[config.mk]
export PLATFORM = sky130hd
export DESIGN_NAME = mxint_accumulator
export DESIGN_NICKNAME = d
export VERILOG_FILES = /design/src/rtl/mxint_accumulator.sv
export SDC_FILE = /design/constraint.sdc
export NUM_CORES = 1
export LEC_CHECK = 0
export CORE_ASPECT_RATIO = 1.25
export CORE_MARGIN = 10
export CORE_UTILIZATION = 50
export CTS_BUF_LIST = sky130_fd_sc_hd__clkbuf_8
export DETAILED_ROUTE_END_ITERATION = 16
export PLACE_DENSITY_LB_ADDON = 0.15
export REMOVE_ABC_BUFFERS = 1
export SLEW_MARGIN = 0
export SYNTH_ARGS = -nofsm -noshare
export SYNTH_HDL_FRONTEND = slang
export SYNTH_SLANG_ARGS = --single-unit
[constraint.sdc]
create_clock -name clk -period 8.3 [get_ports clk]
set_clock_uncertainty 0.1 [all_clocks]
set_input_delay 1.245 -clock clk [delete_from_list [all_inputs] [get_ports clk]]
set_output_delay 1.245 -clock clk [all_outputs]
set_load 0.01 [all_outputs]
[src/rtl/mxint_accumulator.sv]
// mxint_accumulator: sums IN_DEPTH MXINT blocks into one exponent-aligned
// MXINT value and broadcasts it on every output lane.
//
// Ports:
//   clk            rising-edge clock
//   rst            asynchronous active-low reset
//   mdata_in       BLOCK_SIZE input mantissas (signed)
//   edata_in       shared input exponent (signed)
//   data_in_valid  input beat valid
//   data_in_ready  input beat accepted when valid && ready
//   mdata_out      registered sum mantissa, same value on all lanes
//   edata_out      registered sum exponent
//   data_out_valid result valid
//   data_out_ready downstream ready
module mxint_accumulator #(
    parameter int DATA_IN_PRECISION_0  = 16,
    parameter int DATA_IN_PRECISION_1  = 8,
    parameter int BLOCK_SIZE           = 4,
    parameter int IN_DEPTH             = 4,
    parameter int DATA_OUT_PRECISION_0 =
        DATA_IN_PRECISION_0 + $clog2(BLOCK_SIZE * IN_DEPTH),
    parameter int DATA_OUT_PRECISION_1 = DATA_IN_PRECISION_1
) (
    input  logic                            clk,
    input  logic                            rst,
    input  logic [DATA_IN_PRECISION_0-1:0]  mdata_in [BLOCK_SIZE],
    input  logic [DATA_IN_PRECISION_1-1:0]  edata_in,
    input  logic                            data_in_valid,
    output logic                            data_in_ready,
    output logic [DATA_OUT_PRECISION_0-1:0] mdata_out [BLOCK_SIZE],
    output logic [DATA_OUT_PRECISION_1-1:0] edata_out,
    output logic                            data_out_valid,
    input  logic                            data_out_ready
);

    localparam int IW = DATA_IN_PRECISION_0;
    localparam int EW = DATA_IN_PRECISION_1;
    localparam int OW = DATA_OUT_PRECISION_0;
    localparam int OE = DATA_OUT_PRECISION_1;
    localparam int BW = IW + $clog2(BLOCK_SIZE);
    localparam int CW = (IN_DEPTH > 1) ? $clog2(IN_DEPTH) : 1;

    typedef enum logic {
        ACCUM,
        HOLD
    } state_t;

    state_t state_q;
    state_t state_d;

    logic [CW-1:0]        cnt_q;
    logic signed [OW-1:0] acc_q;
    logic signed [EW-1:0] exp_q;
    logic signed [OW-1:0] res_q;
    logic [OE-1:0]        res_exp_q;

    logic signed [BW-1:0] bsum;
    logic signed [OW-1:0] bsum_x;
    logic signed [EW:0]   diff;
    logic [EW:0]          diff_neg;
    logic signed [OW-1:0] acc_nxt;
    logic signed [EW-1:0] exp_nxt;
    logic                 accept;
    logic                 last;

    // Arithmetic (floor) right shift; very large shifts saturate to
    // the sign fill instead of relying on shifter wrap behaviour.
    function automatic logic signed [OW-1:0] ashr(
        input logic signed [OW-1:0] v,
        input logic [EW:0]          amt
    );
        if (int'(amt) >= OW)
            ashr = {OW{v[OW-1]}};
        else
            ashr = v >>> amt;
    endfunction

    always_comb begin
        bsum = '0;
        for (int i = 0; i < BLOCK_SIZE; i++)
            bsum = bsum + BW'($signed(mdata_in[i]));
    end

    assign bsum_x = OW'(bsum);

    // One extra bit so the exponent difference cannot wrap.
    assign diff = (EW+1)'($signed(edata_in)) - (EW+1)'(exp_q);
    assign diff_neg = -diff;

    assign accept = data_in_valid && (state_q == ACCUM);
    assign last   = (cnt_q == CW'(IN_DEPTH - 1));

    // Align toward the larger exponent: the older sum is shifted down
    // when the new block is larger, otherwise the new block is.
    always_comb begin
        acc_nxt = acc_q;
        exp_nxt = exp_q;
        if (cnt_q == '0) begin
            acc_nxt = bsum_x;
            exp_nxt = $signed(edata_in);
        end else if (diff > (EW+1)'(0)) begin
            acc_nxt = ashr(acc_q, $unsigned(diff)) + bsum_x;
            exp_nxt = $signed(edata_in);
        end else begin
            acc_nxt = acc_q + ashr(bsum_x, diff_neg);
        end
    end

    always_ff @(posedge clk or negedge rst) begin
        if (!rst)
            state_q <= ACCUM;
        else
            state_q <= state_d;
    end

    always_comb begin
        state_d = state_q;
        unique case (state_q)
            ACCUM: if (accept && last) state_d = HOLD;
            HOLD:  if (data_out_ready) state_d = ACCUM;
            default: state_d = ACCUM;
        endcase
    end

    always_comb begin
        data_in_ready  = (state_q == ACCUM);
        data_out_valid = (state_q == HOLD);
    end

    always_ff @(posedge clk or negedge rst) begin
        if (!rst) begin
            cnt_q     <= '0;
            acc_q     <= '0;
            exp_q     <= '0;
            res_q     <= '0;
            res_exp_q <= '0;
        end else if (accept) begin
            acc_q <= acc_nxt;
            exp_q <= exp_nxt;
            if (last) begin
                cnt_q     <= '0;
                res_q     <= acc_nxt;
                res_exp_q <= OE'(exp_nxt);
            end else begin
                cnt_q <= cnt_q + 1'b1;
            end
        end
    end

    always_comb begin
        for (int i = 0; i < BLOCK_SIZE; i++)
            mdata_out[i] = res_q;
    end

    assign edata_out = res_exp_q;

endmodule
Yosys cells after proc, flatten, opt, wreduce, memory -nomap -nowiden --
Index checks and enable logic that the tools add are counted.
Cells by class: reductions and logical operators 4, $lt $le $gt $ge 3, eq/ne operators 1, bitwise logic cells 1, shift operators 2, add/sub/neg operators 8, multiplexer cells 14
Operators by type and width (count):
- $mux W20 | 8
- $add A20 B18 Y20 | 1
- $add A20 B20 Y20 | 1
- $sshr A18 B9 Y20 | 1
- $sshr A20 B9 Y20 | 1
- $add A17 B16 Y18 | 1
- $add A18 B16 Y18 | 1
- $ge A9 B5 Y1 const B | 2
- $add A16 B16 Y17 | 1
- $mux W8 | 2
- $gt A9 B1 Y1 const B | 1
- $neg A9 Y9 | 1
- $sub A8 B8 Y9 | 1
- $add A2 B1 Y2 const B | 1
- $eq A2 B2 Y1 const B | 1
- $logic_and A1 B1 Y1 | 2
- $logic_not A2 Y1 | 1
- $mux W1 | 2
- $mux W2 | 1
- $pmux W1 S2 | 1
- $reduce_and A2 Y1 | 1
- $not A1 Y1 | 1
Storage, ports and cells: bits of input ports 76, output and inout bits 90, register bits 59

Depth between registers and ports, before layout --
Gate-level depths: netlist (run 1).
depth in word-level cells 10, depth in mapped cells 31, gate-level depth less buffers 30

Worst setup path after synthesis (run 1) --
Ideal clock, no wire load.
kind input to register, from input edata_in[0], to register res_q[18], setup slack 0.345 ns, data required time 8.105 ns, arrival time 7.759 ns, cell stages on the path 30, cells stage by stage inv_1 ha_1 inv_1 fa_1 clkbuf_1 inv_1 clkbuf_1 ha_1 clkbuf_1 o211ai_2 or4_1 ha_1 nand3b_1 and2_4 buf_6 o21ai_1 nor2b_1 a22oi_1 ha_1 fa_1 a21o_1 a21oi_1 nor3_1 o31ai_1 a21oi_1 a311o_1 a2111o_1 nand4_1 a21oi_1 o31ai_1
On the way: longest elaborated chain between the ends 9, elaborated cells on any way between the ends 17, those cells by class add/sub (4); order compare (3); shift (2); mux (8)
RTL lines:
- start: declaration | RTL line 27 | input logic [DATA_IN_PRECISION_1-1:0] edata_in,
- $sub A8 B8 Y9 * | RTL line 87 | assign diff = (EW+1)'($signed(edata_in)) - (EW+1)'(exp_q);
- $neg A9 Y9 | RTL line 88 | assign diff_neg = -diff;
- $ge A9 B5 Y1 or $sshr A18 B9 Y20 (tied branches) | RTL line 72, 75
- $mux W20 | RTL line 72 | if (int'(amt) >= OW)
- $mux W20 | RTL line 101 | end else if (diff > (EW+1)'(0)) begin
- $mux W20 | RTL line 98 | if (cnt_q == '0) begin
- $add A20 B20 Y20 | RTL line 105 | acc_nxt = acc_q + ashr(bsum_x, diff_neg);
- $mux W20 * | RTL line 101
- $mux W20 * | RTL line 98
- end signal: assignment | RTL line 142 | res_q <= acc_nxt;
- end: declaration | RTL line 54 | logic signed [OW-1:0] res_q;
Every way passes the cells marked *; elsewhere a longest branch is shown, timed or not. The select of a mux whose other input is x is not followed. A chain may end at the register's enable or synchronous reset.

Worst setup path in the final report (run 1) --
from input mdata_in[1] (netlist bit), to register acc_q[19]
On the way: longest elaborated chain between the ends 8, elaborated cells on any way between the ends 9, those cells by class add/sub (3); shift (1); mux (5)
RTL lines:
- start: declaration | RTL line 26 | input logic [DATA_IN_PRECISION_0-1:0] mdata_in [BLOCK_SIZE],
- $add A18 B16 Y18 * | RTL line 81 | bsum = bsum + BW'($signed(mdata_in[i]));
- $sshr A18 B9 Y20 | RTL line 75 | ashr = v >>> amt;
- $mux W20 | RTL line 72
- $mux W20 | RTL line 101
- $mux W20 | RTL line 98
- $add A20 B20 Y20 | RTL line 105
- $mux W20 | RTL line 101
- $mux W20 * | RTL line 98
- end signal: assignment | RTL line 138 | acc_q <= acc_nxt;
- end: declaration | RTL line 52 | logic signed [OW-1:0] acc_q;
Marked as above.

==> impl_metrics.json, run 1 <==
{
  "run_status": "complete, no violations",
  "largest_buffer_count_on_any_clock_path": 2,
  "num_vias": 9742,
  "final-setup-viol-count": 0,
  "drc_errors": 0,
  "synth_cell_type_count": 82,
  "critPathKind": "in2reg",
  "cp.buffers_inverters": 6,
  "synth_cells": 1243,
  "groute.usage.overall_pct": 24.2,
  "clock-root-buffer": "sky130_fd_sc_hd__clkbuf_8",
  "cp_slowest_stage_delay_ps": 530,
  "clk_pin_slew_worst_paths_ps": 80,
  "asyncSetResetFlopFracSynth_pct": 100,
  "drv_slew": 0,
  "first_global_vias": 9575,
  "grt_start_max_net_pins": 60,
  "timing.critical_path.fanout_max": 4,
  "detailedPlacementHpwl_um": 25200,
  "synth_top_flop_cell": "sky130_fd_sc_hd__dfrtp_1",
  "total_wire_length_after_detailed_routing_um": 30800,
  "synth_edf_count": 0,
  "syn_area_mm2": 0.00956,
  "post_route_cells_drive_above_1_share_pct": 14.7,
  "path_delay_family": "adder cells",
  "area_growth_syn_to_layout_pct": 26.4,
  "clock_sinks": 59,
  "synth-warning-count": 0,
  "worst_ep_arrival_time_ps": 8070,
  "highest_count_cells_in_the_layout_ignoring_fill_and_taps": "sky130_fd_sc_hd__clkdlybuf4s50_1 (164), sky130_fd_sc_hd__nand2_1 (136), sky130_fd_sc_hd__buf_4 (130)",
  "filler_cell_count": 1694,
  "clock_insertion_delay_worst_skew_ps": 360,
  "core_area_mm2": 0.0188,
  "initial_core_util_pct": 50.9,
  "floorplan.die_area_mm2": 0.0251,
  "leading_cell_type_in_the_layout_fill_and_taps_excluded": "sky130_fd_sc_hd__clkdlybuf4s50_1",
  "critPathCaptureType": "register",
  "syn_avg_cell_area_um2": 7.69,
  "finalWeightedCongestion": 0.985,
  "synth_sequential_area_ratio_pct": 15.4,
  "dp_slack_ps": -231,
  "wl_per_cell_um": 18.4,
  "initialDrtViolationCount": 781,
  "initial_antenna_violation_count": 0,
  "totalNegativeSetupSlack_ps": 0,
  "layout_worst_path_cycle_share_pct": 96.1,
  "firstDrtPassIters": 7,
  "fin_worst_hold_slack_ps": 378,
  "htree_levels": 3,
  "cp.required_ps": 8400,
  "tritoncts": "built",
  "setup.worst_path.start_class": "primary input",
  "route.detailed.vias_per_inst": 5.83,
  "cap_violations": 0,
  "num-nets-final": 1615,
  "synth.ff_latch_count": 59,
  "number_of_antenna_repair_diodes": 0,
  "worst_slew_pin_slew_ps": 1070,
  "core.rowCount": 56,
  "hold_violation_total_from_the_final_report": 0,
  "die_w_um": 144,
  "hold_path_class": "reg2reg",
  "grt-ovfl-total": 0,
  "min_period_ps": 7970,
  "first_pass_grt_wire_length_um": 49100,
  "pin_count": 166,
  "maxClockFrequency_mhz": 125,
  "place.port_buffers": 165,
  "route.antenna.remaining_nets": 0,
  "tritoncts.num_buffers": 9,
  "slew-limit-headroom_pct": 28.4,
  "crit_slowest_cell": "sky130_fd_sc_hd__fa_1",
  "chipHeight_um": 175,
  "fin_ws_ps": 326
}
==> tightest hold or removal path: cells and delay by family (launching register included) <==
kind | cells | cell delay [ps]
compound gates | 1 | 60
simple gates | 1 | 40
flops | 1 | 340
==> flip-flops by register name, indices dropped and copies added (netlist names) <==
signal / count
edata_out: 8
data_out_valid: 1
acc_q: 20
cnt_q: 2
res_q: 20
exp_q: 8
==> per-stage QoR <==
| step | utilization [%] | area (µm²) | std cells |
|---|---|---|---|
| after floorplan | - | 8890 | 1129 |
| after global placement | 62.8 | 11800 | 1654 |
| after detailed placement | 62.8 | 11800 | 1654 |
| after CTS | 63.9 | 12000 | 1668 |
| after global routing | 64.3 | 12100 | 1670 |
| final | 64.3 | 12100 | 1670 |
==> final timing paths <==
check / from / to / slack (ps) / depth (start not counted)
min in group asynchronous: rst / exp_q[2] / 940 / 2
worst min-delay path: edata_out[6] / edata_out[6] / 380 / 2
worst max register to register: exp_q[0] / res_q[18] / 1660 / 28
max in group asynchronous: rst / res_q[16] / 6650 / 2
worst max-delay path: mdata_in[1] / acc_q[19] / 330 / 30
worst min register to register: edata_out[6] / edata_out[6] / 380 / 2
==> kinds of logic after synthesis <==
group,count (synthesis),share of synthesized area (%)
XOR/XNOR,52,5.12
multiplexers,64,8.57
AND/OR/NAND/NOR,342,16.4
buffers and inverters,245,12.1
adder cells (fa/ha/maj),104,16.4
flip-flops,59,15.4
AO/OA/AOI/OAI,377,25.8
==> cell usage after synthesis (all sizes together), types with 5 or more instances <==
| master | count | area share [%] |
|---|---|---|
| o211ai | 24 | 2.1 |
| nor2b | 10 | 0.65 |
| mux2 | 13 | 1.5 |
| a21o | 28 | 2.2 |
| ha | 68 | 8.9 |
| o21ai | 113 | 6.0 |
| nand3 | 18 | 0.94 |
| nand4 | 8 | 0.52 |
| o21a | 13 | 1.0 |
| clkbuf | 45 | 1.8 |
| inv | 130 | 5.1 |
| or3 | 8 | 0.52 |
| a21oi | 82 | 4.5 |
| buf | 69 | 5.2 |
| mux2i | 38 | 4.0 |
| o22ai | 6 | 0.39 |
| or2 | 6 | 0.39 |
| a31oi | 12 | 0.79 |
| o21bai | 5 | 0.39 |
| a211oi | 24 | 2.0 |
| a21boi | 5 | 0.39 |
| and3 | 12 | 0.79 |
| nor2 | 82 | 3.2 |
| nor4 | 6 | 0.39 |
| nor3 | 21 | 1.2 |
| nand2 | 137 | 5.4 |
| dfrtp | 59 | 15 |
| o31ai | 14 | 1.2 |
| mux4 | 13 | 3.1 |
| nand2b | 15 | 0.98 |
| and2 | 6 | 0.42 |
| fa | 36 | 7.5 |
| a211o | 10 | 0.92 |
| xnor2 | 25 | 2.4 |
| xor2 | 27 | 2.7 |
==> per-layer routing <==
metal	vias up	share of wire, %	global-route usage [%]	routed length, µm
met2	368	52	44.3	16000
met3	78	5.8	2.93	1780
met1	4580	38	27.2	11700
li1	4716	-	-	-
met5	-	0	0	0
met4	0	4.1	10.2	1270
==> cell type report <==
cell class,instances,area (µm²),share of cell area (%)
multi-input combinational,939,7000,57.9
timing repair buffer,295,2620,21.7
sequential,59,1480,12.2
inverter,131,492,4.07
tap,232,290,2.40
clock buffer,12,165,1.37
clock inverter,2,35.0,0.290
==> repair_timing <==
action / 4_1_cts / 5_1_grt
setup endpoints to repair: 0 / 9
buffers inserted: 0 / 2
hold buffers: 0 / 0
gates resized for setup: 0 / 17
Power of run 1 is left out: the tool's default activity adds up to more than one toggle a clock period on the data nets, which glitch-free logic cannot reach.
==> run 2, diff against run 1 <==
Settings changed: ABC_AREA set to 1, CORE_UTILIZATION 50 to 56.
==> run 2 against run 1 <==
Against the previous run: highest routed layer unchanged; die area shrank 9.5%; non-clock buffer count shrank 116; first-iteration DRC count shrank 8.1%.
==> impl_metrics.json, run 2 <==
{
  "rr_endpoint": "acc_q[15]",
  "synth.ff_latch_count": 59,
  "crit_slowest_cell": "sky130_fd_sc_hd__fa_1",
  "maxClockFrequency_mhz": 129,
  "clk_pin_slew_worst_paths_ps": 80,
  "post-synth-top-area-cell": "sky130_fd_sc_hd__nand2_1",
  "finalWeightedCongestion": 1.06,
  "layout_worst_path_cycle_share_pct": 93.5,
  "synth_top_cells_by_count": "sky130_fd_sc_hd__nand2_1 (413), sky130_fd_sc_hd__inv_1 (226), sky130_fd_sc_hd__nand3_1 (195)",
  "groute.usage.overall_pct": 28.1,
  "critPathCaptureType": "register",
  "die_w_um": 137,
  "num_vias": 10400,
  "top_regs": "acc_q x20, res_q x20",
  "floorplan.die_area_mm2": 0.0227,
  "initial_antenna_violation_count": 0,
  "core.rowCount": 53,
  "syn_area_mm2": 0.00955,
  "num-nets-final": 1793,
  "hold_violation_total_from_the_final_report": 0,
  "regToRegSetupSlack_ps": 2010,
  "yosys.cell_count.top_type": "sky130_fd_sc_hd__nand2_1",
  "worst_ep_arrival_time_ps": 7920,
  "leading_cell_type_in_the_layout_fill_and_taps_excluded": "sky130_fd_sc_hd__nand2_1",
  "syn_avg_cell_area_um2": 6.25,
  "cts_setup_buffers": 0,
  "route.detailed.vias_per_inst": 5.66,
  "highest_count_cells_in_the_layout_ignoring_fill_and_taps": "sky130_fd_sc_hd__nand2_1 (413), sky130_fd_sc_hd__inv_1 (226), sky130_fd_sc_hd__nand3_1 (195)",
  "initial_core_util_pct": 56.9,
  "post_route_cells_drive_above_1_share_pct": 4.39,
  "grt-ovfl-total": 0,
  "detailedPlacementHpwl_um": 26800,
  "largest_buffer_count_on_any_clock_path": 2,
  "number_of_antenna_repair_diodes": 0,
  "final_core_util_pct": 66.1,
  "pin_count": 166,
  "critPathKind": "in2reg",
  "crit-reg2reg-launch": "exp_q[0]",
  "setup.worst_path.start_class": "primary input",
  "drc_errors": 0,
  "grt_start_max_net_pins": 60,
  "clock_insertion_delay_worst_skew_ps": 390,
  "worstHoldEndpoint": "edata_out[1]",
  "route.antenna.remaining_nets": 0,
  "initialDrtViolationCount": 718,
  "wl_per_cell_um": 17.6,
  "synth_top_flop_cell": "sky130_fd_sc_hd__dfrtp_1",
  "synth_sequential_area_ratio_pct": 15.5,
  "cap_violations": 0,
  "cp.required_ps": 8460,
  "htree_levels": 3,
  "min_delay_path_depth": 2,
  "hold_path_class": "reg2reg",
  "asyncSetResetFlopFracSynth_pct": 100,
  "total_wire_length_after_detailed_routing_um": 32400,
  "core_area_mm2": 0.0168,
  "totalNegativeSetupSlack_ps": 0,
  "final-setup-viol-count": 0,
  "tritoncts": "built",
  "setup_repair_after_global_routing_missed_its_margin": "no",
  "cp_slowest_stage_delay_ps": 520,
  "post_cts.resized_instances": 0,
  "worst_slew_pin_slew_ps": 799,
  "hold_start": "edata_out[1]",
  "synth-warning-count": 0,
  "place.port_buffers": 165,
  "run_status": "complete, no violations",
  "drv_slew": 0,
  "synth_cells": 1527,
  "clock-root-buffer": "sky130_fd_sc_hd__clkbuf_8",
  "cts.hold.buffers_added": 0,
  "cp.buffers_inverters": 6,
  "synth_edf_count": 0,
  "first_pass_grt_wire_length_um": 51300,
  "crit_path_frequent_cell": "sky130_fd_sc_hd__nand3_1",
  "min_period_ps": 7760,
  "path_delay_family": "simple AND/OR/NAND/NOR gates",
  "synthTopCellsByArea": "sky130_fd_sc_hd__nand2_1 (16%), sky130_fd_sc_hd__dfrtp_1 (15%), sky130_fd_sc_hd__nand3_1 (10%), sky130_fd_sc_hd__ha_1 (8.9%), sky130_fd_sc_hd__inv_1 (8.9%)",
  "slew-limit-headroom_pct": 46.7,
  "firstDrtPassIters": 8,
  "area_growth_syn_to_layout_pct": 16.1,
  "synth_cell_type_count": 50,
  "chipHeight_um": 166,
  "first_global_vias": 10100,
  "clock_sinks": 59,
  "worstRegToRegCells": 35,
  "synth_top_area_share_pct": 16.2,
  "tritoncts.num_buffers": 9,
  "timing.critical_path.fanout_max": 32
}
-- run 2: kinds of logic (layout without fill, tap and decap cells) --
| logic type | Yosys count | in the layout | share of synthesized area [%] |
|---|---|---|---|
| AOI/OAI and AO/OA | 268 | 268 | 15.4 |
| xor gates and xnor gates | 25 | 25 | 2.29 |
| adders and majority gates | 104 | 104 | 16.5 |
| buffers and inverters | 338 | 429 | 16.3 |
| DFF | 59 | 59 | 15.5 |
| and+or+nand+nor | 733 | 733 | 34.1 |
-- run 2: worst min-delay path: cells and delay by family, from the launching register on --
kind | cells | cell delay, ps
DFF | 1 | 350
and+or+nand+nor | 1 | 50
AOI/OAI and AO/OA | 1 | 60
-- run 2: worst max path at each step --
stage,from,slack (ps),to,cells past startpoint
2_1_floorplan,edata_in[0],1550,acc_q[15],36
3_3_place_gp,mdata_in[1],400,acc_q[15],39
3_5_place_dp,mdata_in[1],280,acc_q[15],40
4_1_cts,mdata_in[1],640,acc_q[15],40
5_1_grt,mdata_in[1],20,acc_q[15],40
6_report,mdata_in[1],540,acc_q[15],40
-- run 2: metal layers --
| metal | GRT usage (%) | wire, µm |
|---|---|---|
| met5 | 0 | 0 |
| met3 | 5.18 | 2480 |
| met4 | 16.9 | 1950 |
| met2 | 48.6 | 16100 |
| met1 | 30.8 | 11900 |
-- run 2: final cells by class --
type / count / area (µm²)
clock buffer: 9 / 124
clock inverter: 7 / 61.3
fill: 1598 / 5690
inverter: 234 / 881
multi-input combinational: 1130 / 6520
sequential: 59 / 1480
tap: 220 / 275
timing repair buffer: 179 / 1750
-- run 2: stage by stage --
step                worst slack, ps  area, µm²  hold slack, ps  std cells
floorplan                      1550       8870             353       1423
global placement                404      10900             366       1822
detailed placement              282      10900             372       1822
CTS                             643      11100             394       1838
global route                   17.1      11100             419       1838
finish                          539      11100             392       1838
Power of run 2 is left out for the same reason.
==> run 3, diff against run 2 <==
--- a/constraint.sdc
+++ b/constraint.sdc
@@ -4,2 +4,2 @@
 set_output_delay 1.245 -clock clk [all_outputs]
-set_load 0.01 [all_outputs]
+set_load 0.02 [all_outputs]
==> results of run 3 <==
The final DEF is identical to that of run 2; final timing and power are the same.
Power of run 3 is left out for the same reason.
